$ cat config.mk
export PLATFORM = sky130hd
export DESIGN_NAME = iaddr_loader
export DESIGN_NICKNAME = d
export VERILOG_FILES = /design/src/rtl/iaddr_loader_pkg.sv /design/src/rtl/iaddr_loader.sv
export SDC_FILE = /design/constraint.sdc
export NUM_CORES = 1
export LEC_CHECK = 0
export CAP_MARGIN = 20
export CELL_PAD_IN_SITES_DETAIL_PLACEMENT = 1
export CELL_PAD_IN_SITES_GLOBAL_PLACEMENT = 2
export CORE_ASPECT_RATIO = 0.9
export CORE_MARGIN = 4
export CORE_UTILIZATION = 35
export CTS_CLUSTER_SIZE = 12
export DETAILED_ROUTE_END_ITERATION = 7
export PLACE_DENSITY_LB_ADDON = 0.05
export SYNTH_ARGS = -nofsm -noshare
export SYNTH_HDL_FRONTEND = slang
export SYNTH_SLANG_ARGS = --single-unit
$ cat constraint.sdc
create_clock -name clk_i -period 3 [get_ports clk_i]
set_input_delay 0.6 -clock clk_i [delete_from_list [all_inputs] [get_ports clk_i]]
set_output_delay 0.6 -clock clk_i [all_outputs]
set_load 0.05 [all_outputs]
$ cat src/rtl/iaddr_loader_pkg.sv
// Shared definitions for the instruction-memory program loader.
// The memory instantiation reuses DEF_DP/DEF_AW so both ends agree on geometry.
package iaddr_loader_pkg;

    localparam int unsigned BYTE_W = 8;
    localparam int unsigned DEF_DP = 1024;
    localparam int unsigned DEF_AW = 16;
    localparam int unsigned DEF_DW = 16;

    typedef enum logic [2:0] {
        StIdle,
        StLenLo,
        StLenHi,
        StDatLo,
        StDatHi,
        StWrite,
        StCksum,
        StFin
    } state_e;

    // States in which the loader is willing to take a stream byte.
    function automatic logic state_accepts(state_e st);
        return (st == StLenLo) || (st == StLenHi) || (st == StDatLo) ||
               (st == StDatHi) || (st == StCksum);
    endfunction

endpackage

$ cat src/rtl/iaddr_loader.sv
// Program loader: turns a byte stream (16-bit little-endian length header followed by
// little-endian 16-bit words) into single-cycle writes at consecutive addresses from 0.
// Words at addresses >= DP are consumed but not written, and flag err.
// Optional: define IADDR_LOADER_CKSUM_EN to expect a trailing XOR checksum byte.
module iaddr_loader
    import iaddr_loader_pkg::*;
#(
    parameter int unsigned DP = DEF_DP,
    parameter int unsigned DW = DEF_DW,
    parameter int unsigned AW = DEF_AW
) (
    input  logic              clk_i,
    input  logic              rst_ni,
    input  logic              start_i,
    input  logic [BYTE_W-1:0] s_data_i,
    input  logic              s_valid_i,
    output logic              s_ready_o,
    output logic              mem_we_o,
    output logic [AW-1:0]     mem_addr_o,
    output logic [DW-1:0]     mem_din_o,
    output logic              busy_o,
    output logic              done_o,
    output logic              err_o
);

    // One extra counter bit so len = 2**AW - 1 terminates without wrapping.
    localparam logic [AW:0] DpLim = DP[AW:0];

`ifdef IADDR_LOADER_CKSUM_EN
    localparam state_e StEnd = StCksum;
`else
    localparam state_e StEnd = StFin;
`endif

    state_e              state_q, state_d;
    logic [BYTE_W-1:0]   len_lo_q;
    logic [AW-1:0]       len_q;
    logic [BYTE_W-1:0]   dat_lo_q;
    logic [AW:0]         cnt_q;
    logic [AW:0]         cnt_inc;
    logic [AW-1:0]       hdr;
    logic                xfer;
    logic                s_ready_q, mem_we_q, busy_q, done_q, err_q;
    logic [AW-1:0]       mem_addr_q;
    logic [DW-1:0]       mem_din_q;
`ifdef IADDR_LOADER_CKSUM_EN
    logic [BYTE_W-1:0]   xor_q;
`endif

    // Next-state decode; byte transfers only when the registered ready is high.
    always_comb begin
        state_d = state_q;
        xfer    = s_valid_i & s_ready_q;
        hdr     = AW'({s_data_i, len_lo_q});
        cnt_inc = cnt_q + 1'b1;
        unique case (state_q)
            StIdle:  if (start_i) state_d = StLenLo;
            StLenLo: if (xfer) state_d = StLenHi;
            StLenHi: if (xfer) state_d = (hdr == '0) ? StEnd : StDatLo;
            StDatLo: if (xfer) state_d = StDatHi;
            StDatHi: if (xfer) state_d = StWrite;
            StWrite: state_d = (cnt_inc == {1'b0, len_q}) ? StEnd : StDatLo;
`ifdef IADDR_LOADER_CKSUM_EN
            StCksum: if (xfer) state_d = StFin;
`endif
            StFin:   state_d = StIdle;
            default: state_d = StIdle;
        endcase
    end

    // State, datapath and registered outputs; outputs are decoded from the next state.
    always_ff @(posedge clk_i) begin
        if (!rst_ni) begin
            state_q    <= StIdle;
            len_lo_q   <= '0;
            len_q      <= '0;
            dat_lo_q   <= '0;
            cnt_q      <= '0;
            s_ready_q  <= 1'b0;
            mem_we_q   <= 1'b0;
            mem_addr_q <= '0;
            mem_din_q  <= '0;
            busy_q     <= 1'b0;
            done_q     <= 1'b0;
            err_q      <= 1'b0;
`ifdef IADDR_LOADER_CKSUM_EN
            xor_q      <= '0;
`endif
        end else begin
            state_q   <= state_d;
            s_ready_q <= state_accepts(state_d);
            busy_q    <= (state_d != StIdle);
            done_q    <= (state_d == StFin);
            mem_we_q  <= 1'b0;
            unique case (state_q)
                StIdle: begin
                    if (start_i) begin
                        err_q <= 1'b0;
                        cnt_q <= '0;
`ifdef IADDR_LOADER_CKSUM_EN
                        xor_q <= '0;
`endif
                    end
                end
                StLenLo: if (xfer) len_lo_q <= s_data_i;
                StLenHi: begin
                    if (xfer) begin
                        len_q <= hdr;
                        if ({1'b0, hdr} > DpLim) err_q <= 1'b1;
                    end
                end
                StDatLo: if (xfer) dat_lo_q <= s_data_i;
                StDatHi: begin
                    if (xfer) begin
                        // Write strobe lands in the WRITE cycle; out-of-range words are dropped.
                        mem_we_q   <= (cnt_q < DpLim);
                        mem_addr_q <= cnt_q[AW-1:0];
                        mem_din_q  <= DW'({s_data_i, dat_lo_q});
                    end
                end
                StWrite: cnt_q <= cnt_inc;
`ifdef IADDR_LOADER_CKSUM_EN
                StCksum: if (xfer && (s_data_i != xor_q)) err_q <= 1'b1;
`endif
                default: ;
            endcase
`ifdef IADDR_LOADER_CKSUM_EN
            if (xfer && (state_q != StCksum)) xor_q <= xor_q ^ s_data_i;
`endif
        end
    end

    assign s_ready_o  = s_ready_q;
    assign mem_we_o   = mem_we_q;
    assign mem_addr_o = mem_addr_q;
    assign mem_din_o  = mem_din_q;
    assign busy_o     = busy_q;
    assign done_o     = done_q;
    assign err_o      = err_q;

endmodule

==> impl_metrics.ini <==
[status]
outcome = finished, final reports clean

[worst_setup_path]
slowest_stage = dfxtp_1
worstPathMaxFanout = 14
crit_start = cnt_q[4]
cp.arrival_ns = 2.51
cp_top_family = simple AND/OR/NAND/NOR gates
cp_cell_sequence = and4_1 -> nand4_1 -> o31ai_1 -> nand3_1 -> a2bb2oi_1
path_depth = 5
cp_num_buf_inv = 0
startpoint_type = register
crit_type = register to register
cp.required_ns = 3.23
end_kind = register
rrSetupSlack_ns = 0.71
worstReg2RegEnd = s_ready_o
r2r-start = cnt_q[4]
r2r_cells = 5
endpoint = s_ready_o
max_stage_delay_ns = 0.67

[routing]
first_iter_violations = 171
vias = 3860
firstDrtPassIters = 4
wl_per_cell_um = 17.5
drc = 0
wl_um = 12800
ant_nets = 0
avgViaCountPerCell = 5.28

[global_routing]
grt_start_max_net_pins = 37
track_usage = 0.186
grt_pass1_wl_um = 21100
antenna_found_initial = 0
grt_pass1_vias = 3900
overflow = 0

[synth]
postSynthAreaPerCell_um2 = 8.26
syn_area_um2 = 4390
synth_ff_type = dfxtp_1
synth.area.top_cells = dfxtp_1 (41%), nand2_1 (9.5%), a21boi_0 (9.1%)
synth_edf_count = 0
synth_top_cell_by_area = dfxtp_1
synth_top_area_share = 0.406
synth_seq_cells = 89
yosysSeqAreaShare = 0.406
syn-num-nets = 544
synthDistinctLibCells = 55
synth_warnings = 0
async_reset_ff_frac = 0
synth_cells = 531

[die]
die_height_um = 114
ios = 49
core-area_um2 = 12200
design.die.area_um2 = 14400
initial_core_util = 0.361
rows = 38
die_width_um = 126

[clocking]
postCtsHoldBufs = 0
cts_resized = 0
cts_setup_buffers = 0
cts_max_level = 3
ctsLongestPathBuffers = 2
cts_num_sinks = 89
clk_pin_slew_worst_paths_ns = 0.06
cts_tree = built
cts-root-buf = clkbuf_16
cts-buffers-inserted = 9
clock_latency_ns = 0.35

[final_layout]
fin_nets = 579
fill_cells = 1474
post-route-util = 0.436
areaGrowthSynthToFinish_pct = 20.9
diodes = 0
drive_gt1_frac = 0.0753
final_common_cell = nand2_1
layout_common_cells = nand2_1 (111), dfxtp_1 (89), a21boi_0 (53)

[pwr]
ir_drop_v = 0.000277
total_power_mw = 2.49
powerDensity_nw_per_um2 = 468
p_leak_nw = 1.85

[sta]
min_period_ns = 2.29
setup_ws_ns = 0.711
rsz0062_at_grt = no
slew_viol_final = 0
maxSlewHeadroom = 0.623
finalSetupViolCount = 0
hold_violations = 0
finalSetupTns_ns = 0
timing.final.crit_share = 0.763
fmax_mhz = 437
worstMarginPinSlew_ns = 0.563
skew_ns = 0.00459

[worst_hold_path]
holdCritPathClass = register to register

[placement]
gp_congestion = 0.802
io_buffers = 48
dpl.hpwl_um = 9310
pre_cts_ws_ns = 0.363

[flow_run]
maxCapViolCount = 0
-- power by group --
group / internal [mW] / switching, mW
Clock: 0.671 / 0.480
Combinational: 0.0541 / 0.0820
Sequential: 1.19 / 0.00944
-- sequential cells by signal (all words and copies together) (netlist names) --
| signal | flops |
|---|---|
| mem_we_o | 1 |
| dat_lo_q | 8 |
| state_q | 3 |
| len_lo_q | 8 |
| cnt_q | 17 |
| mem_addr_o | 16 |
| done_o | 1 |
| s_ready_o | 1 |
| mem_din_o | 16 |
| len_q | 16 |
| busy_o | 1 |
| err_o | 1 |
-- cell families after synthesis --
group                      count (synthesis)  share of synthesized area
DFF                                       89                      0.406
AOI/OAI and AO/OA                        128                      0.194
xor gates and xnor gates                  22                     0.0439
and+or+nand+nor                          230                      0.269
buffers and inverters                     44                     0.0451
muxes                                     17                     0.0388
adders and majority gates                  1                    0.00285
-- synth_stat cells, drive strengths merged, types with 2 or more instances --
library cell  number
and2               5
dfxtp             89
and3               3
inv                3
nand3b             3
nor2b             26
buf               15
nand2            111
a21oi             17
a21boi            54
nand4b             2
o31ai              2
or3                2
o21a               2
o211a              2
nor3              10
nand4             11
o211ai             2
nand3             13
and3b              3
o311a              3
a2111oi            2
nor3b              3
and4               2
xnor2             15
xor2               7
o21ai             36
nor4              10
nand2b             5
clkbuf            26
nor2              18
mux2i             17
-- final cells by class --
type / instances / area [µm²] / area share
clock buffer: 12 / 246 / 0.0465
sequential: 89 / 1780 / 0.336
inverter: 3 / 11.3 / 0.00212
timing repair buffer: 65 / 603 / 0.114
tap: 160 / 200 / 0.0377
clock inverter: 4 / 52.6 / 0.00990
multi-input combinational: 398 / 2410 / 0.454
-- per-stage QoR --
stage	area (µm²)	cells	hold slack [ns]
floorplan	4390	531	0.441
global placement	5010	715	0.451
detailed placement	5010	715	0.458
CTS	5310	731	0.469
global route	5310	731	0.487
finish	5310	731	0.463
-- how the worst min path moves through the flow --
stage	slack, ns	start	depth (start not counted)	endpoint
2_1_floorplan	0.44	dat_lo_q[0]	2	mem_din_o[0]
4_1_cts	0.47	mem_addr_o[13]	2	mem_addr_o[13]
3_5_place_dp	0.46	mem_addr_o[11]	2	mem_addr_o[11]
6_report	0.46	mem_addr_o[13]	2	mem_addr_o[13]
3_3_place_gp	0.45	mem_addr_o[13]	2	mem_addr_o[13]
5_1_grt	0.49	dat_lo_q[6]	2	mem_din_o[6]
-- per-layer routing --
| metal | up-vias | track usage | routed length (µm) | part of all wire |
|---|---|---|---|---|
| li1 | 1903 | - | - | - |
| met1 | 1886 | 0.229 | 5860 | 0.46 |
| met2 | 54 | 0.321 | 6260 | 0.49 |
| met3 | 17 | 0.0443 | 445 | 0.035 |
| met4 | 0 | 0.0622 | 255 | 0.020 |
| met5 | - | 0 | 0 | 0 |
-- worst register-to-register path, cell delays in order (launching register included) --
cell and delay, ns:
dfxtp_1 0.67, and4_1 0.34, nand4_1 0.24, o31ai_1 0.42
nand3_1 0.27, a2bb2oi_1 0.22
No activity file was read; power rests on OpenSTA's default activity.
==> patch 1: new RTL, same settings <==
Change the package constant `DEF_AW` from 16 to 15.
--- a/src/rtl/iaddr_loader_pkg.sv
+++ b/src/rtl/iaddr_loader_pkg.sv
@@ -6,3 +6,3 @@
     localparam int unsigned DEF_DP = 1024;
-    localparam int unsigned DEF_AW = 16;
+    localparam int unsigned DEF_AW = 15;
     localparam int unsigned DEF_DW = 16;
Ports: changed (resized mem_addr_o); port bits go from 49 to 48. The function was not compared with the original's and may differ.
==> patch 1 against the unedited design <==
Synthesized area is 11% lower. Sequential cell count is 3 lower. Die area is 10% lower. Utilization is 0.73 points higher. Final area is 8.9% lower. Power hardly changed. Wire length is 15% lower. Combinational power is 7% lower. Setup slack worse by 0.26 ns. Synthesized cell count is 11% lower.
==> patch 1: results (changes against the unedited design) <==
### Outcome
- status: complete, no violations

### Setup path
- length in cells of the worst reg-to-reg path: 7, +2
- Critical Path Max Stage Delay: 0.54 ns, -0.13 ns
- setup slack on the worst flop-to-flop path: 0.45 ns, -0.26 ns
- source of the worst register-to-register timing path: cnt_q[0]$_SDFFE_PN0P_
- largest fanout of any net on the critical path: 10, -4

### Placed design
- number of placed cells counting well taps: 645, -9.8%
- detailed placement HPWL: 7669 um, -18%
- count of input and output buffers: 47, -2.1%
- cell area after placement: 4517 um^2, -9.8%
- worst-case setup slack after placement: 0.3732 ns, +0.009982 ns

### Synth
- Post-Synthesis Net Count: 485, -11%
- sequential fraction of the synthesis area: 0.4399, +0.03385
- number of storage elements in the synthesis netlist: 86, -3.4%
- Post-Syn Instances: 472, -11%

### Routing
- Routed Wire Length: 10960 um, -15%
- vias per inst: 5.144, -2.6%
- number of DRC violations after detailed-routing iteration 0: 224, +31%

### Final layout
- non-clock buffer total of the final layout: 56, -14%
- Final clock-cell share: 0.06525, +0.008897
- count of inverters not on the clock network in the layout: 7, +4
- Layout Nets: 517, -11%
- post-layout instance count excluding filler cells: 661, -9.6%
- final design utilization: 0.4433, +0.007339
- ratio of cells with drive above 1 in the final layout: 0.07073, -0.004580
- number of clock buffers in the layout: 10, -2

### Pwr
- part of the power in combinational logic: 0.051, -0.004
- Overall Power: 2.484 mW, about the same
- power share of the sequential group: 0.469, -0.013

### Timing
- worst clock skew: 0.004501 ns, -0.00008979 ns

[patch 1: changes by cell type after synthesis, sizes merged, moves of 5 or more]
| cell | delta |
|---|---|
| a21boi | -53 |
| nor2 | +39 |
| a21oi | +37 |
| nand2 | -30 |
| nor2b | -26 |
| o21ai | -25 |
| mux2i | +16 |
| nor3 | +5 |
[patch 1: routing by layer]
metal,track usage,up-vias,routed length [um]
li1,-,1698,-
met1,0.2481,1646,5516
met2,0.2891,45,4924
met3,0.04550,11,368
met4,0.06132,0,153
met5,0,-,0
[patch 1: cells by family (layout without fill, tap and decap cells)]
kind of cell	after synthesis	after routing	share of synthesized area
simple gates	197	197	0.2391
compound gates	92	92	0.1407
flops	86	86	0.4399
buf+inv	42	79	0.04571
mux	33	33	0.08440
xor+xnor	21	21	0.04700
fa+ha+maj	1	1	0.003196
[patch 1: how the worst max path moves through the flow]
stage | from | end | slack (ns) | cells after the start
4_1_cts | cnt_q[0]$_SDFFE_PN0P_ | done_o$_SDFF_PN0_ | 0.51 | 7
3_3_place_gp | s_data_i[3] | s_ready_o$_SDFF_PN0_ | 0.44 | 6
5_1_grt | cnt_q[0]$_SDFFE_PN0P_ | done_o$_SDFF_PN0_ | 0.15 | 7
3_5_place_dp | s_data_i[3] | s_ready_o$_SDFF_PN0_ | 0.37 | 6
6_report | cnt_q[0]$_SDFFE_PN0P_ | done_o$_SDFF_PN0_ | 0.45 | 7
2_1_floorplan | s_ready_o$_SDFF_PN0_ | len_q[10]$_SDFFE_PN0P_ | 0.95 | 7
[patch 1: tightest hold or removal path, delay by kind of cell (launching register included)]
| kind | cells | cell delay, ns |
|---|---|---|
| and+or+nand+nor | 1 | 0.05 |
| AOI/OAI and AO/OA | 1 | 0.05 |
| DFF | 1 | 0.31 |
==> patch 2: new RTL, same flow settings <==
Made on the original files. Register the output `err_o` once more; this adds one clock of latency there. The other outputs are not delayed to match.
--- a/src/rtl/iaddr_loader.sv
+++ b/src/rtl/iaddr_loader.sv
@@ -138,3 +138,5 @@
     assign done_o     = done_q;
-    assign err_o      = err_q;
+    always_ff @(posedge clk_i) begin
+        err_o <= err_q;
+    end
 
Function: changed (Yosys sat finds a counterexample within 4 cycles, from zero or initial values and one cycle with rst_ni low).
==> patch 2 against the unedited design <==
Synthesized cell count increased by 0.19%. Final cell count unchanged. Synthesized area up 0.46%. Final area about the same. Setup slack worse by 0.092 ns. Worst hold slack worse by 0.082 ns. Sequential cell count is 1 higher. Power down 2.4%. Wire length up 1.0%. Global-route usage up 0.31 points. Critical endpoint unchanged. Largest cell class unchanged. Largest power group unchanged. Highest routed layer unchanged.
==> patch 2: results (changes against the unedited design) <==
### Setup path
- Critical Path AT: 2.61 ns, +0.10 ns
- master of the slowest instance on the critical path: sky130_fd_sc_hd__dfxtp_1
- Critical Path Max Stage Delay: 0.67 ns, about the same
- largest fanout of any net on the critical path: 14, unchanged
- Largest delay share family, worst path: simple AND/OR/NAND/NOR gates

### Final layout
- Largest register FFs: 17, unchanged
- Layout Nets: 579, unchanged
- register with the most flip-flops: cnt_q
- antenna fix cells: 0, unchanged
- ratio of cells with drive above 1 in the final layout: 0.07531, unchanged

### Timing
- relative slew slack: 0.6002, -0.02329
- final sum of negative setup slack: 0 ns, unchanged
- worst clock skew: 0.006420 ns, +0.001829 ns

### Global route
- largest net degree at the start of global routing: 65, +76%
- number of antenna violations at the first check in global routing: 0, unchanged
- via count of the first global-routing pass: 4158, +6.6%
- wire length of the first global-routing pass: 21650 um, +2.5%
- aggregate global-route resource usage: 0.1893, +0.003104

### Synth
- number of library cell types mapped by synthesis: 55, unchanged
- share of flip-flops with an asynchronous set or reset after synthesis: 0, unchanged
- sequential fraction of the synthesis area: 0.4087, +0.002697
- most frequent cells after synthesis: sky130_fd_sc_hd__nand2_1, sky130_fd_sc_hd__dfxtp_1, sky130_fd_sc_hd__a21boi_0, sky130_fd_sc_hd__o21ai_0
- cell types occupying the most area after synthesis: sky130_fd_sc_hd__dfxtp_1, sky130_fd_sc_hd__nand2_1, sky130_fd_sc_hd__a21boi_0, sky130_fd_sc_hd__mux2i_1, sky130_fd_sc_hd__o21ai_0
- number of warnings reported in the yosys synthesis log: 0, unchanged
- Post-Synthesis Net Count: 545, +0.18%

### Clock tree
- H-tree Lvls: 3, unchanged
- clock-pin slew on the worst setup and hold paths: 0.07 ns
- insertion delay of the later-clocked pin in the worst-skew pair: 0.35 ns, about the same
- number of gates given a new drive strength after cts: 0, unchanged
- clock buffer count from CTS: 9, unchanged
- buffers inserted during post-CTS setup optimization: 0, unchanged
- clock root cell: sky130_fd_sc_hd__clkbuf_16
- maximum root-to-sink buffer count: 2, unchanged

### Placed design
- count of input and output buffers: 48, unchanged
- worst-case setup slack after placement: 0.3244 ns, -0.03879 ns
- final RePlAce weighted congestion: 0.8697, +8.4%
- detailed placement HPWL: 9282 um, -0.29%
- cell area after placement: 5020 um^2, +0.25%

### Routing
- number of DRC violations after detailed-routing iteration 0: 195, +14%
- length of the first detailed-routing pass in iterations: 4, unchanged
- per-cell routed wire length: 17.73 um, +1.0%
- vias per inst: 5.315, +0.65%

### Pwr
- internal power contribution: 1.847 mW, -3.5%
- Overall Power: 2.425 mW, -2.4%
- maximum vdd drop: 0.3282 mV, +18%
- reported leakage power: 1.847 nW, about the same
- power share of the sequential group: 0.501, +0.019
- Comb power: 0.135 mW

### Outcome
- status: complete, no violations

### Worst hold path
- path class of the lowest-slack min-delay path: reg2reg

## patch 2: cell count changes after synthesis, sizes merged
cell and delta:
dfxtp +1
## patch 2: path summary, 6_finish.rpt
| path | from | end | slack (ns) | depth (start not counted) |
|---|---|---|---|---|
| max reg2reg | cnt_q[4]$_SDFFE_PN0P_ | s_ready_o$_SDFF_PN0_ | 0.62 | 6 |
| max | cnt_q[4]$_SDFFE_PN0P_ | s_ready_o$_SDFF_PN0_ | 0.62 | 6 |
| min reg2reg | err_q$_SDFFE_PN0P_ | err_o$_DFF_P_ | 0.38 | 0 |
| min | err_q$_SDFFE_PN0P_ | err_o$_DFF_P_ | 0.38 | 0 |
## patch 2: stage by stage
| step | hold WS, ns | std cells |
|---|---|---|
| 5_1_grt | 0.3864 | 731 |
| 6_report | 0.3811 | 731 |
| 4_1_cts | 0.3729 | 731 |
| 3_3_place_gp | 0.3635 | 715 |
| 2_1_floorplan | 0.3311 | 532 |
| 3_5_place_dp | 0.3588 | 715 |
## patch 2: layout make-up
cell class,instances,area [um^2]
Fill cell,1481,6870
Multi-Input combinational cell,398,2411
Tap cell,160,200.2
Inverter,3,11.26
Clock inverter,5,38.79
Sequential cell,90,1802
Clock buffer,11,242.7
Timing Repair Buffer,64,595.6
## patch 2: cell families (layout without fill, tap and decap cells)
group / count (synthesis) / in the layout / share of synthesized area
fa+ha+maj: 1 / 1 / 0.002838
xor+xnor: 22 / 22 / 0.04371
simple gates: 230 / 230 / 0.2677
buf+inv: 44 / 83 / 0.04485
flops: 90 / 90 / 0.4087
mux: 17 / 17 / 0.03860
compound gates: 128 / 128 / 0.1936
## patch 2: routing by layer
metal | track usage | wire (um)
met2 | 0.3190 | 6272
met4 | 0.05504 | 206
met5 | 0 | 0
met3 | 0.05457 | 475
met1 | 0.2368 | 6002
